--- config.mk ---
export PLATFORM = sky130hd
export DESIGN_NAME = pwm_multicanal
export DESIGN_NICKNAME = d
export VERILOG_FILES = /design/src/rtl/pwm_pkg.sv /design/src/rtl/pwm_canal.sv /design/src/rtl/pwm_multicanal.sv
export SDC_FILE = /design/constraint.sdc
export NUM_CORES = 1
export LEC_CHECK = 0
export ABC_AREA = 1
export CAP_MARGIN = 20
export CELL_PAD_IN_SITES_DETAIL_PLACEMENT = 1
export CELL_PAD_IN_SITES_GLOBAL_PLACEMENT = 2
export CORE_ASPECT_RATIO = 0.6
export CORE_UTILIZATION = 33
export DETAILED_ROUTE_END_ITERATION = 10
export MAX_ROUTING_LAYER = met4
export PLACE_DENSITY_LB_ADDON = 0.1
export SLEW_MARGIN = 0
export SYNTH_ARGS = -nofsm -noshare
export SYNTH_HDL_FRONTEND = slang
export SYNTH_SLANG_ARGS = --single-unit
--- constraint.sdc ---
create_clock -name clk_in -period 3.2 [get_ports clk_in]
set_input_delay 0.32 -clock clk_in [delete_from_list [all_inputs] [get_ports clk_in]]
set_output_delay 0.32 -clock clk_in [all_outputs]
set_load 0.05 [all_outputs]
--- src/rtl/pwm_pkg.sv ---
// Shared types and default parameters for the multi-channel PWM generator.
// Optional center-aligned mode is selected by defining PWM_CENTRO_ALINEADO_EN.
package pwm_pkg;

  localparam int unsigned DEF_N_CANALES = 4;
  localparam int unsigned DEF_ANCHO     = 8;
  localparam int unsigned DEF_PRESC_DIV = 1;

  // Duty word at the default width.
  typedef logic [DEF_ANCHO-1:0] duty_t;

  // Count direction; only used when center-aligned mode is built.
  typedef enum logic {
    DirSubir = 1'b0,
    DirBajar = 1'b1
  } dir_t;

endpackage

--- src/rtl/pwm_canal.sv ---
// One PWM channel: shadow duty register, active duty register and registered
// compare output. The active duty only changes on the period boundary strobe.
module pwm_canal
  import pwm_pkg::*;
#(
  parameter int unsigned ANCHO = DEF_ANCHO
) (
  input  logic             clk_in,
  input  logic             reset,
  input  logic             habilitar,
  input  logic             cargar,
  input  logic             frontera,
  input  logic [ANCHO-1:0] cnt,
  input  logic [ANCHO-1:0] dato,
  output logic             pwm_out
);

  logic [ANCHO-1:0] sombra_q, sombra_d;
  logic [ANCHO-1:0] activo_q, activo_d;
  logic             pwm_q, pwm_d;

  // Next state: activo takes the pre-edge shadow, so a coincident load waits a period.
  always_comb begin
    sombra_d = sombra_q;
    activo_d = activo_q;
    if (cargar) begin
      sombra_d = dato;
    end
    if (frontera) begin
      activo_d = sombra_q;
    end
    pwm_d = habilitar && (cnt < activo_q);
  end

  // Channel state registers with synchronous reset.
  always_ff @(posedge clk_in) begin
    if (reset) begin
      sombra_q <= '0;
      activo_q <= '0;
      pwm_q    <= 1'b0;
    end else begin
      sombra_q <= sombra_d;
      activo_q <= activo_d;
      pwm_q    <= pwm_d;
    end
  end

  assign pwm_out = pwm_q;

endmodule

--- src/rtl/pwm_multicanal.sv ---
// Multi-channel PWM top: prescaler, shared timebase counter and period-end pulse.
// Define PWM_CENTRO_ALINEADO_EN to build the up/down (center-aligned) timebase.
module pwm_multicanal
  import pwm_pkg::*;
#(
  parameter int unsigned N_CANALES = DEF_N_CANALES,
  parameter int unsigned ANCHO     = DEF_ANCHO,
  parameter int unsigned PRESC_DIV = DEF_PRESC_DIV
) (
  input  logic                       clk_in,
  input  logic                       reset,
  input  logic                       habilitar,
  input  logic [N_CANALES*ANCHO-1:0] Dato,
  input  logic [N_CANALES-1:0]       cargar,
  output logic [N_CANALES-1:0]       PWM_out,
  output logic                       fin_periodo
);

  // One-bit prescaler when PRESC_DIV is 1 avoids a zero-width vector.
  localparam int unsigned      PW        = (PRESC_DIV > 1) ? $clog2(PRESC_DIV) : 1;
  localparam logic [PW-1:0]    PRESC_FIN = PW'(PRESC_DIV - 1);
  localparam logic [ANCHO-1:0] CNT_MAX   = '1;

  logic [PW-1:0]    presc_q, presc_d;
  logic [ANCHO-1:0] cnt_q, cnt_d;
  logic             fin_q;
  logic             tick;
  logic             frontera;

`ifdef PWM_CENTRO_ALINEADO_EN
  dir_t dir_q, dir_d;

  // Direction flag register.
  always_ff @(posedge clk_in) begin
    if (reset) begin
      dir_q <= DirSubir;
    end else begin
      dir_q <= dir_d;
    end
  end
`endif

  // Prescaler and timebase next-state; frontera marks the reload tick.
  always_comb begin
    tick     = habilitar && (presc_q == PRESC_FIN);
    presc_d  = presc_q;
    cnt_d    = cnt_q;
    frontera = 1'b0;
    if (habilitar) begin
      presc_d = tick ? '0 : presc_q + 1'b1;
    end
`ifdef PWM_CENTRO_ALINEADO_EN
    dir_d = dir_q;
    if (tick) begin
      if (dir_q == DirSubir) begin
        cnt_d = cnt_q + 1'b1;
        if (cnt_q == CNT_MAX - 1'b1) begin
          dir_d = DirBajar;
        end
      end else begin
        cnt_d = cnt_q - 1'b1;
        if (cnt_q == ANCHO'(1)) begin
          dir_d    = DirSubir;
          frontera = 1'b1;
        end
      end
    end
`else
    if (tick) begin
      cnt_d    = cnt_q + 1'b1;  // wraps MAX -> 0
      frontera = (cnt_q == CNT_MAX);
    end
`endif
  end

  // Prescaler, counter and period-end pulse registers.
  always_ff @(posedge clk_in) begin
    if (reset) begin
      presc_q <= '0;
      cnt_q   <= '0;
      fin_q   <= 1'b0;
    end else begin
      presc_q <= presc_d;
      cnt_q   <= cnt_d;
      fin_q   <= frontera;
    end
  end

  assign fin_periodo = fin_q;

  for (genvar i = 0; i < N_CANALES; i++) begin : g_canal
    pwm_canal #(
      .ANCHO(ANCHO)
    ) u_canal (
      .clk_in   (clk_in),
      .reset    (reset),
      .habilitar(habilitar),
      .cargar   (cargar[i]),
      .frontera (frontera),
      .cnt      (cnt_q),
      .dato     (Dato[i*ANCHO +: ANCHO]),
      .pwm_out  (PWM_out[i])
    );
  end

endmodule

### After elaboration in Yosys (flattened, before gate mapping)

Index checks and enable logic that the tools add are counted.

| operators by class | value |
|---|---|
| add/subtract/negate cells | 2 |
| multiply operators | 0 |
| div/mod/pow operators | 0 |
| magnitude comparators | 4 |
| eq/ne operators | 1 |
| shift-type cells | 0 |
| mux-type cells | 2 |
| bitwise operators | 1 |
| reductions and logical operators | 5 |

Operators with widths:

| operator | count |
|---|---|
| $lt 8x8->1 | 4 |
| $add 8x1->8 const B | 1 |
| $eq 8x8->1 const B | 1 |
| $logic_and 1x1->1 | 5 |
| $mux 1 | 2 |
| $add 1x1->1 const B | 1 |
| $not 1->1 | 1 |

| storage, ports and cells | value |
|---|---|
| register bits | 78 |
| bits in latches | 0 |
| bits in writable memories | 0 |
| bits in read-only memories | 0 |
| bits of input ports | 39 |
| memories | 0 |

### Logic depth before layout (Yosys ltp)

Gate-level depths: netlist (run 1).

| logic depth | value |
|---|---|
| depth after elaboration | 3 |
| mapped depth | 10 |
| mapped depth without buffers | 9 |

### Modules after synthesis

A second synthesis (run 1) with hierarchy kept.

| unflattened totals | value |
|---|---|
| cells, all modules | 450 |
| area, all modules | 3641.0 um2 |

By module, submodules not included:

| module | instances | cells each | area an instance (um2) | sequential area each (um2) |
|---|---|---|---|---|
| pwm_canal | 4 | 97 | 797.0 | 340.3 |
| pwm_multicanal | 1 | 62 | 452.9 | 200.2 |

### Least setup slack after synthesis (run 1)

No wires, ideal clock.

| timing path | value |
|---|---|
| kind | register -> register |
| start | reg cnt_q[1] |
| end | reg g_canal[0].u_canal.activo_q[0] |
| setup time | 0.113 ns |
| data arrival time | 1.293 ns |
| required time | 3.087 ns |
| path slack | 1.794 ns |
| cell stages (with the launch flop) | 9 |
| buffers on the path | 2 |
| clock period less this slack | 1.406 ns |
| cell sequence | dfxtp_1 ha_1 nand3_2 inv_2 nand3b_1 buf_6 buf_2 nor2_1 nor2_1 |

| between the ends | value |
|---|---|
| cells in the longest elaborated chain, start to end | 2 |

Ends and longest elaborated chain:

| what | line | RTL |
|---|---|---|
| from (decl) | pwm_multicanal.sv:25 | `logic [ANCHO-1:0] cnt_q, cnt_d;` |
| from (signal assigned) | pwm_multicanal.sv:84 | `cnt_q <= cnt_d;` |
| $eq 8x8->1 | pwm_multicanal.sv:71 | `frontera = (cnt_q == CNT_MAX);` |
| $mux 1 | pwm_multicanal.sv:69 | `if (tick) begin` |
| to (signal assigned) | pwm_canal.sv:43 | `activo_q <= activo_d;` |
| to (decl) | pwm_canal.sv:19 | `logic [ANCHO-1:0] activo_q, activo_d;` |

Every way passes these cells.
A chain may end at the register's enable or synchronous reset.

### Worst setup path after layout (run 1)

| timing path | value |
|---|---|
| start | in habilitar |
| end | reg g_canal[1].u_canal.activo_q[1] |

| between the ends | value |
|---|---|
| cells in the longest elaborated chain, start to end | 2 |

Ends and longest elaborated chain:

| what | line | RTL |
|---|---|---|
| from (decl) | pwm_multicanal.sv:12 | `input logic habilitar,` |
| $logic_and 1x1->1 | pwm_multicanal.sv:45 | `tick = habilitar && (presc_q == PRESC_FIN);` |
| $mux 1 | pwm_multicanal.sv:69 |  |
| to (signal assigned) | pwm_canal.sv:43 |  |
| to (decl) | pwm_canal.sv:19 |  |

Every way passes these cells.

==> results of run 1 <==
final cells by class:
type,count,area (sq um)
clock buffer,13,270.3
tap,139,173.9
inverter,51,191.4
timing repair buffer,47,460.4
clock inverter,3,65.06
multi-input combinational,357,1703
sequential,78,1562
fill,1325,6133
critical path: stages:
cell and delay, ns:
clkdlybuf4s50_1 0.65, inv_2 0.10, nor2_4 0.14, nand3_2 0.12, inv_2 0.09, nand3b_1 0.09
buf_4 0.25, nand2_1 0.10, nand2_1 0.05, nor2_1 0.11
per-layer routing:
layer	share of wire	GRT usage	routed length, um	vias up
met1	0.53	0.2194	4501	1435
li1	-	-	-	1629
met3	0.034	0.04579	283	9
met4	0.015	0.06000	125	0
met5	0	-	0	-
met2	0.42	0.2589	3526	29
cells by family after synthesis:
| logic type | Yosys count | synth area share |
|---|---|---|
| flip-flops | 78 | 0.4370 |
| adder cells (fa/ha/maj) | 29 | 0.1015 |
| AND/OR/NAND/NOR | 273 | 0.2945 |
| buffers and inverters | 70 | 0.08648 |
| AO/OA/AOI/OAI | 55 | 0.08053 |
metrics by stage:
| stage | hold WS (ns) | cell area (sq um) | std cells | setup slack [ns] | power [mW] |
|---|---|---|---|---|---|
| floorplan | 0.4495 | 3573 | 505 | 1.794 | 1.120 |
| global placement | 0.4651 | 4090 | 672 | 1.149 | 1.198 |
| detailed placement | 0.4741 | 4090 | 672 | 1.070 | 1.202 |
| CTS | 0.4888 | 4425 | 688 | 1.418 | 2.360 |
| global route | 0.5064 | 4425 | 688 | 1.256 | 2.425 |
| finish | 0.4820 | 4425 | 688 | 1.425 | 2.322 |
power groups by stage:
| stage | Sequential (mW) | Clock (mW) | Combinational [mW] |
|---|---|---|---|
| final | 1.02 | 1.14 | 0.155 |
| after floorplan | 1.04 | 0 | 0.0824 |
| after global routing | 1.03 | 1.22 | 0.179 |
| after global placement | 1.04 | 0 | 0.154 |
| after detailed placement | 1.05 | 0 | 0.157 |
| after CTS | 1.02 | 1.18 | 0.159 |
synth_stat cells:
| cell | number | area [sq um] |
|---|---|---|
| nor2_1 | 148 | 555.5 |
| nand2_1 | 114 | 427.9 |
| dfxtp_1 | 78 | 1562 |
| inv_1 | 48 | 180.2 |
| o21ai_0 | 34 | 170.2 |
| ha_1 | 29 | 362.9 |
| a21oi_1 | 16 | 80.08 |
| buf_2 | 7 | 35.03 |
| nand3_1 | 6 | 30.03 |
| clkbuf_1 | 5 | 18.77 |
| o21a_1 | 5 | 37.54 |
| buf_4 | 4 | 30.03 |
| buf_6 | 3 | 33.78 |
| inv_2 | 2 | 7.510 |
| nor3_1 | 2 | 10.01 |
| clkinv_1 | 1 | 3.750 |
| nand3_2 | 1 | 10.01 |
| nand3b_1 | 1 | 7.510 |
| nor2_4 | 1 | 11.26 |
state kept, by name, summed over array words and instances (netlist names):
| name | count |
|---|---|
| g_canal.u_canal.pwm_out | 4 |
| g_canal.u_canal.sombra_q | 32 |
| g_canal.u_canal.activo_q | 32 |
| cnt_q | 8 |
| fin_periodo | 1 |
| presc_q | 1 |
worst paths after layout:
path	startpoint	endpoint	slack, ns	cells past startpoint
worst min-delay path	g_canal[2].u_canal.sombra_q[7]	g_canal[2].u_canal.activo_q[7]	0.48	2
worst min register to register	g_canal[2].u_canal.sombra_q[7]	g_canal[2].u_canal.activo_q[7]	0.48	2
worst max-delay path	habilitar	g_canal[1].u_canal.activo_q[1]	1.43	10
worst max register to register	cnt_q[1]	g_canal[1].u_canal.activo_q[1]	1.46	8
==> summary.txt, run 1 <==
Run status
  – Status: completed

CTS
  – Clock Path Buffers: 2
  – Worst-path clk slew: approximately 0.060 ns
  – CTS tree: built
  – CTS Buf Count: 9
  – Resize count post-CTS: 0
  – CTS root buf: clkbuf_16
  – Worst-skew pair later-pin latency: around 0.34 ns
  – Hold-fix buffers, CTS: 0
  – H-tree Lvls: 3
  – Setup Buffers After CTS: 0
  – Sink Count: slightly below 80

Global routing
  – Gr ovfl total: 0
  – Pin count of the biggest net entering global routing: 38
  – Initial antenna violation count: 0
  – Tot GR Track Use: 0.1709
  – Vias in the first global route: 3018
  – First-pass GRT wire length: approximately 14 mm

Finish
  – Most frequent cells in the layout: nor2_1 (148), nand2_1 (114), dfxtp_1 (78)
  – Core Util, Final: 0.4191
  – Final #Nets: between 600 and 700
  – Area Growth Syn to Fin: 23.84%
  – Commonest non-fill, non-tap cell in the layout: nor2_1
  – Share of layout cells above drive strength 1: 0.04189
  – N_diodes: 0

Detailed routing
  – DR WL/cell: roughly 12 um
  – Wirelength, routed: 8.436 mm
  – Routed vias/inst: roughly 4.5
  – Total number of vias: roughly 3100
  – Antenna Violating Nets Remaining: 0
  – Drc violations: 0
  – Initial drt markers: approximately 90
  – Pre-antenna DRT Iters: 5

Timing
  – Peak Freq: 0.5634 GHz
  – Final period util: 0.5547
  – Final Max Slew Viols: 0
  – Sum Neg Setup Slack: 0 ns
  – RSZ-0062 raised after global routing: false
  – Worst Tran Pin Value: approximately 0.50 ns
  – Final setup fails: 0
  – Headroom to the max-slew limit: 0.6688
  – Layout Skew: roughly 0.0046 ns
  – Final Hold Viols: 0
  – Final min period: between 1.5 and 2 ns

Worst setup path
  – Critical setup path kind: in -> reg
  – Req. time, crit path: around 3.5 ns
  – Worst setup EP type: flop
  – CP Launch Type: input pin
  – CP arrival: roughly 2 ns
  – CP Max Fanout: 32

Placed design
  – Final HPWL DP: a little over 6 mm
  – IO Port Bufs: 43
  – RD Place Congestion: roughly 0.74

Logic synthesis
  – FF+latch count, synth: just under 80
  – Ys Warns: 0
  – Syn_area_per_cell: 7.076 sq um
  – Synth Cell Area: around 3600 sq um
  – Post-Syn Nets: ~570
  – Sequential share of the synthesized area: 0.4370
  – Post-Syn Instances: around 510
  – Cell variety after synth: 19

Power and ir drop
  – Power density cells: roughly 520 nW/um^2
  – Sequential share of power: 0.441
  – Comb pwr share: 0.067
  – Switch share: 0.2143
  – Pint: between 1.5 and 2 mW
  – Leak pwr: approximately 2.2 nW
  – Net Sw Power: between 400 and 500 uW
  – Largest vdd supply drop: between 0.2 and 0.3 mV
  – Clock network power share: 0.492

Die
  – Core Area: between 10000 and 15000 sq um
  – Top-Level Pins: 44
  – Overall die area: approximately 11000 sq um
  – Row count: 29
  – Initial Util: 0.3384
  – DIE HEIGHT: a little over 80 um
  – Die W: around 140 um

Min path
  – Worst Hold Class: reg -> reg

Run
  – Max_cap viols: 0
(Power assumes the default switching activity.)
==> run 2: changes to the inputs <==
CORE_UTILIZATION = 31   (was 33)
clock period = 1.69 ns   (was 3.2 ns; I/O delays follow)
==> summary.txt, run 2 (synthesized netlist as in run 1, its figures left out) <==
Finish
  – Most frequent cells in the layout: nor2_1 (147), nand2_1 (114), dfxtp_1 (77)
  – Commonest non-fill, non-tap cell in the layout: nor2_1
  – Area Growth Syn to Fin: 26.44%
  – Share of layout cells above drive strength 1: 0.06295 (+0.02106)
  – Final-layout fill cell count: 1349 (+1.8%)
  – N_diodes: 0 (unchanged)
  – Final #Nets: 620 (+1.3%)
  – Top Registers: g_canal.u_canal.activo_q (32), g_canal.u_canal.sombra_q (32), cnt_q (8)
  – Core Util, Final: 0.4151 (-0.004068)

Worst setup path
  – Worst setup EP type: output pin
  – Critical setup path kind: reg -> out
  – Reg2reg start: cnt_q[0]
  – Reg2reg end: g_canal[2].u_canal.activo_q[7]
  – CP arrival: 1.44 ns (-0.61 ns)
  – Critical path depth: 1 (-9)
  – Worst Reg-to-Reg Cells: 8 (unchanged)
  – Top cell family by delay on the critical path: buffers and inverters
  – Critical Path Source: g_canal[1].u_canal.pwm_out
  – Internal reg-to-reg setup slack: 0.20 ns (-1.26 ns)
  – Crit path buf inv count: 1 (-3)
  – CP Launch Type: flop
  – CP Cell Sequence: clkdlybuf4s50_1
  – Crit-path max cell delay: 0.79 ns (+0.14 ns)
  – CP Max Fanout: 1 (-97%)
  – Req. time, crit path: 1.52 ns (-1.95 ns)
  – Critical path endpoint: PWM_out[1]
  – Slowest CP cell: clkdlybuf4s50_1

CTS
  – CTS Buf Count: 9 (unchanged)
  – Setup Buffers After CTS: 0 (unchanged)
  – Worst-path clk slew: 0.06 ns (about the same)
  – Worst-skew pair later-pin latency: 0.33 ns (about the same)
  – H-tree Lvls: 3 (unchanged)
  – Clock Path Buffers: 2 (unchanged)
  – CTS root buf: clkbuf_16
  – Sink Count: 78 (unchanged)
  – Hold-fix buffers, CTS: 0 (unchanged)
  – CTS tree: built
  – Resize count post-CTS: 0 (unchanged)

Detailed routing
  – Met3 wire length: 368 um (+30%)
  – Wirelength, routed: 8.729 mm (+3.5%)
  – Total number of vias: 3143 (+1.3%)
  – DR WL/cell: 12.56 um (+2.4%)
  – Initial drt markers: 70 (-20%)
  – Routed vias/inst: 4.522 (+0.30%)
  – Max layer used: met4
  – Routed wl met2: 3.711 mm (+5.2%)
  – Pre-antenna DRT Iters: 4 (-1)
  – Drc violations: 0 (unchanged)
  – WL met1: 4.562 mm (+1.4%)
  – Antenna Violating Nets Remaining: 0 (unchanged)

Power and ir drop
  – Power density cells: 1005 nW/um^2 (+92%)
  – Leak pwr: 2.253 nW (+2.6%)
  – Largest vdd supply drop: 0.5155 mV (+79%)

Timing
  – RSZ-0062 raised after global routing: false
  – Final period util: 0.9523
  – Headroom to the max-slew limit: 0.6714 (+0.002607)
  – Peak Freq: roughly 0.62 GHz
  – Layout Skew: 0.006775 ns (+0.002174 ns)
  – Final Max Slew Viols: 0 (unchanged)
  – Final Hold Viols: 0 (unchanged)
  – Worst Tran Pin Value: 0.4914 ns (-0.003897 ns)
  – Final worst hold slack: 0.4199 ns (-0.06210 ns)
  – Final min period: 1.609 ns
  – Final setup fails: 0 (unchanged)

Global routing
  – Tot GR Track Use: 0.1705 (-0.0004162)
  – Initial antenna violation count: 0 (unchanged)
  – First-pass GRT wire length: 15.50 mm (+9.5%)
  – Vias in the first global route: 3337 (+11%)
  – Pin count of the biggest net entering global routing: 72 (+89%)
  – Gr ovfl total: 0 (unchanged)

Min path
  – Hold path depth: 3 (+1)
  – Worst Hold Class: in -> reg

Placed design
  – Final HPWL DP: 6.253 mm (+3.0%)
  – RD Place Congestion: 0.7339 (-0.89%)
  – IO Port Bufs: 43 (unchanged)

Die
  – Overall die area: 11970 sq um (+6.3%)
  – DIE HEIGHT: 85.17 um (+3.1%)
  – Die W: 140.6 um (+3.1%)
  – Row count: 29 (unchanged)
  – Top-Level Pins: 44 (unchanged)
  – Core Area: 10890 sq um (+3.1%)
  – Initial Util: 0.3283 (-0.01015)

Run
  – Max_cap viols: 0 (unchanged)

Run status
  – Status: completed
run 2: cell types whose count changed in the layout (fill, tap and decap cells not counted), sizes merged:
cell,delta
buf,+10
clkbuf,-1
clkdlybuf4s50,-2
bufinv,+1
clkinv,-1
run 2: layout make-up:
type,count,area (sq um),share of cell area
inverters,51,191.4,0.04237
clock buffers,12,266.5,0.05899
clock inverters,3,90.09,0.01994
repair buffers,55,528.0,0.1169
flip-flops and latches,78,1563,0.3459
multi-input cells,357,1705,0.3775
well taps,139,173.9,0.03849
run 2: per-stage QoR:
stage | cell area [sq um] | worst slack, ns | total power, mW | TNS (ns) | instances
after floorplan | 3573 | 0.2843 | 2.120 | 0 | 505
after CTS | 4514 | 0.06066 | 4.614 | 0 | 695
after global routing | 4518 | 0.002378 | 4.723 | 0 | 695
after global placement | 4158 | 0.01131 | 2.282 | 0 | 680
final | 4518 | 0.08055 | 4.541 | 0 | 695
after detailed placement | 4158 | -0.04407 | 2.293 | -0.5808 | 680
run 2: worst min path at each step:
| stage | from | end | slack (ns) |
|---|---|---|---|
| after CTS | Dato[0] | g_canal[0].u_canal.sombra_q[0] | 0.41 |
| after detailed placement | g_canal[3].u_canal.sombra_q[3] | g_canal[3].u_canal.activo_q[3] | 0.47 |
| after global placement | g_canal[0].u_canal.sombra_q[6] | g_canal[0].u_canal.activo_q[6] | 0.46 |
| final | Dato[21] | g_canal[2].u_canal.sombra_q[5] | 0.42 |
| after global routing | Dato[16] | g_canal[2].u_canal.sombra_q[0] | 0.43 |
| after floorplan | Dato[0] | g_canal[0].u_canal.sombra_q[0] | 0.30 |
run 2: report_power, final:
group | total (mW) | internal [mW] | switching, mW
clock | 2.29 | 1.56 | 0.737
combinational | 0.316 | 0.151 | 0.165
sequential | 1.93 | 1.90 | 0.0321
total | 4.54 | 3.61 | 0.934
run 2: per-layer routing:
| metal | vias to the layer above | GRT usage |
|---|---|---|
| met2 | 40 | 0.2637 |
| met4 | 0 | 0.05336 |
| li1 | 1645 | - |
| met5 | - | - |
| met1 | 1450 | 0.2197 |
| met3 | 8 | 0.04120 |
==> run 3: changes to the inputs <==
CTS_CLUSTER_SIZE = 30   (was unset)
PLACE_DENSITY_LB_ADDON = 0.05   (was 0.1)
==> summary.txt, run 3 (synthesized netlist as in run 1, its figures left out) <==
Worst setup path
  – CP Launch Type: flop
  – Req. time, crit path: 1.52 ns (about the same)
  – Crit path buf inv count: 1 (unchanged)
  – CP arrival: 1.45 ns (about the same)
  – CP Max Fanout: 1 (unchanged)
  – Crit-path max cell delay: 0.80 ns (about the same)
  – Internal reg-to-reg setup slack: 0.19 ns (about the same)
  – Worst Reg-to-Reg Cells: 8 (unchanged)
  – CP Cell Sequence: clkdlybuf4s50_1
  – Critical setup path kind: reg -> out
  – Reg2reg start: cnt_q[0]
  – Top cell family by delay on the critical path: buffers and inverters
  – Reg2reg end: g_canal[3].u_canal.activo_q[7]
  – Worst setup EP type: output pin
  – Slowest CP cell: clkdlybuf4s50_1

CTS
  – CTS root buf: clkbuf_16
  – Sink Count: 78 (unchanged)
  – CTS tree: built
  – Clock Path Buffers: 2 (unchanged)
  – Setup Buffers After CTS: 0 (unchanged)
  – CTS Buf Count: 9 (unchanged)
  – Worst-path clk slew: 0.06 ns (about the same)
  – H-tree Lvls: 3 (unchanged)
  – Worst-skew pair later-pin latency: 0.33 ns (about the same)

Global routing
  – Vias in the first global route: 3258 (-2.4%)
  – Gr ovfl total: 0 (unchanged)
  – Tot GR Track Use: 0.1652 (-0.005292)
  – First-pass GRT wire length: 14.91 mm (-3.8%)
  – Initial antenna violation count: 0 (unchanged)
  – Pin count of the biggest net entering global routing: 72 (unchanged)

Power and ir drop
  – Sequential share of power: 0.439 (+0.013)
  – Switch share: 0.2122 (+0.006623)
  – Power density cells: 972.9 nW/um^2 (-3.2%)
  – Pwr Total: 4.399 mW (-3.1%)
  – Comb pwr share: 0.071 (about the same)
  – Pint: 3.466 mW (-3.9%)
  – Net Sw Power: 933.7 uW (about the same)
  – Leak pwr: 2.256 nW (+0.15%)
  – Clock network power share: 0.489 (-0.016)
  – Largest vdd supply drop: 0.4553 mV (-12%)

Timing
  – Final worst hold slack: 0.4197 ns (-0.0002810 ns)
  – Setup ws final: 0.06719 ns (-0.01336 ns)
  – Final period util: 0.9602 (+0.007905)
  – Peak Freq: 0.6162 GHz (-0.82%)
  – Headroom to the max-slew limit: 0.6676 (-0.003831)
  – Final Hold Viols: 0 (unchanged)
  – Worst Tran Pin Value: 0.4971 ns (+0.005727 ns)
  – Final setup fails: 0 (unchanged)
  – Layout Skew: 0.006714 ns (-0.00006076 ns)
  – Final Max Slew Viols: 0 (unchanged)
  – Final min period: 1.623 ns (+0.01336 ns)
  – RSZ-0062 raised after global routing: false

Run
  – Max_cap viols: 0 (unchanged)

Min path
  – Hold Crit Endpoint: g_canal[2].u_canal.sombra_q[0]
  – Worst Hold Class: in -> reg
  – Hold path depth: 3 (unchanged)
  – Hold Path Origin: Dato[16]

Detailed routing
  – Initial drt markers: 102 (+46%)
  – DR WL/cell: 12.42 um (-1.1%)
  – Drc violations: 0 (unchanged)
  – Wirelength, routed: 8.680 mm (-0.56%)
  – Antenna Violating Nets Remaining: 0 (unchanged)
  – Routed vias/inst: 4.468 (-1.2%)
  – Pre-antenna DRT Iters: 4 (unchanged)
  – Total number of vias: 3123 (-0.64%)

Finish
  – N_diodes: 0 (unchanged)
  – Area Growth Syn to Fin: 26.54% (about the same)
  – Top Registers: g_canal.u_canal.activo_q (32), g_canal.u_canal.sombra_q (32), cnt_q (8)
  – Final #Nets: 623 (+0.48%)
  – Final-layout fill cell count: 1372 (+1.7%)
  – Share of layout cells above drive strength 1: 0.06250 (-0.0004496)
  – Commonest non-fill, non-tap cell in the layout: nor2_1
  – Most frequent cells in the layout: nor2_1 (148), nand2_1 (114), dfxtp_1 (77)
  – Final non-filler cell total: 699 (+0.58%)

Placed design
  – Placed insts: 683 (+0.44%)
  – Final HPWL DP: 6.343 mm (+1.4%)
  – IO Port Bufs: 43 (unchanged)
  – RD Place Congestion: 0.7238 (-1.4%)
  – Dpl ws: -0.03957 ns (+0.004503 ns)

Run status
  – Status: completed

Die
  – Overall die area: 11970 sq um (unchanged)
  – Die W: 140.6 um (unchanged)
  – Top-Level Pins: 44 (unchanged)
  – Row count: 29 (unchanged)
  – Initial Util: 0.3283 (unchanged)
  – Core Area: 10890 sq um (unchanged)
  – DIE HEIGHT: 85.17 um (unchanged)
run 3: cell count changes in the layout (fill, tap and decap cells not counted):
cell             change
clkdlybuf4s50_1      +2
buf_4                +1
bufinv_16            -1
clkbuf_1             +1
clkinv_2             +1
nor2_1               +1
nor2_2               -1
run 3: area by class of cell:
type,instances,area (sq um),share of cell area
multi-input combinational,357,1703,0.3766
sequential,78,1563,0.3456
timing repair buffer,58,555.5,0.1229
clock buffer,13,270.3,0.05977
inverter,51,191.4,0.04234
tap,139,173.9,0.03846
clock inverter,3,65.06,0.01439
run 3: per-layer routing:
layer | share of wire | routed length, um | vias up | GRT usage
met5 | 0 | 0 | - | -
met1 | 0.51 | 4426 | 1428 | 0.1991
li1 | - | - | 1652 | -
met4 | 0.0081 | 70 | 0 | 0.04447
met2 | 0.44 | 3815 | 38 | 0.2709
met3 | 0.042 | 367 | 5 | 0.04740
run 3: how the worst max path moves through the flow:
| stage | startpoint | depth (start not counted) | end |
|---|---|---|---|
| floorplan | cnt_q[1] | 8 | g_canal[0].u_canal.activo_q[0] |
| global placement | habilitar | 9 | g_canal[3].u_canal.activo_q[5] |
| detailed placement | habilitar | 9 | g_canal[3].u_canal.activo_q[5] |
| CTS | g_canal[3].u_canal.pwm_out | 1 | PWM_out[3] |
| global route | g_canal[3].u_canal.pwm_out | 1 | PWM_out[3] |
| finish | g_canal[3].u_canal.pwm_out | 1 | PWM_out[3] |
run 3: per-stage QoR:
step | instance area [sq um] | util | setup TNS, ns
2_1_floorplan | 3573 | - | 0
3_3_place_gp | 4185 | 0.3845 | -0.006250
3_5_place_dp | 4185 | 0.3845 | -0.3754
4_1_cts | 4521 | 0.4153 | 0
5_1_grt | 4522 | 0.4154 | 0
6_report | 4522 | 0.4154 | 0
run 3: what timing repair did:
| item | in CTS | in global routing |
|---|---|---|
| hold buffers | 0 | 0 |
| resized for setup | 0 | 1 |
| endpoints found under the hold margin | 0 | 0 |
| endpoints found under the setup margin | 0 | 12 |
run 3: power groups by stage:
stage	registers, mW	clock network (mW)	logic (mW)
3_3_place_gp	1.97	0	0.311
3_5_place_dp	1.97	0	0.319
5_1_grt	1.94	2.31	0.361
6_report	1.93	2.15	0.314
4_1_cts	1.93	2.22	0.321
2_1_floorplan	1.96	0	0.156
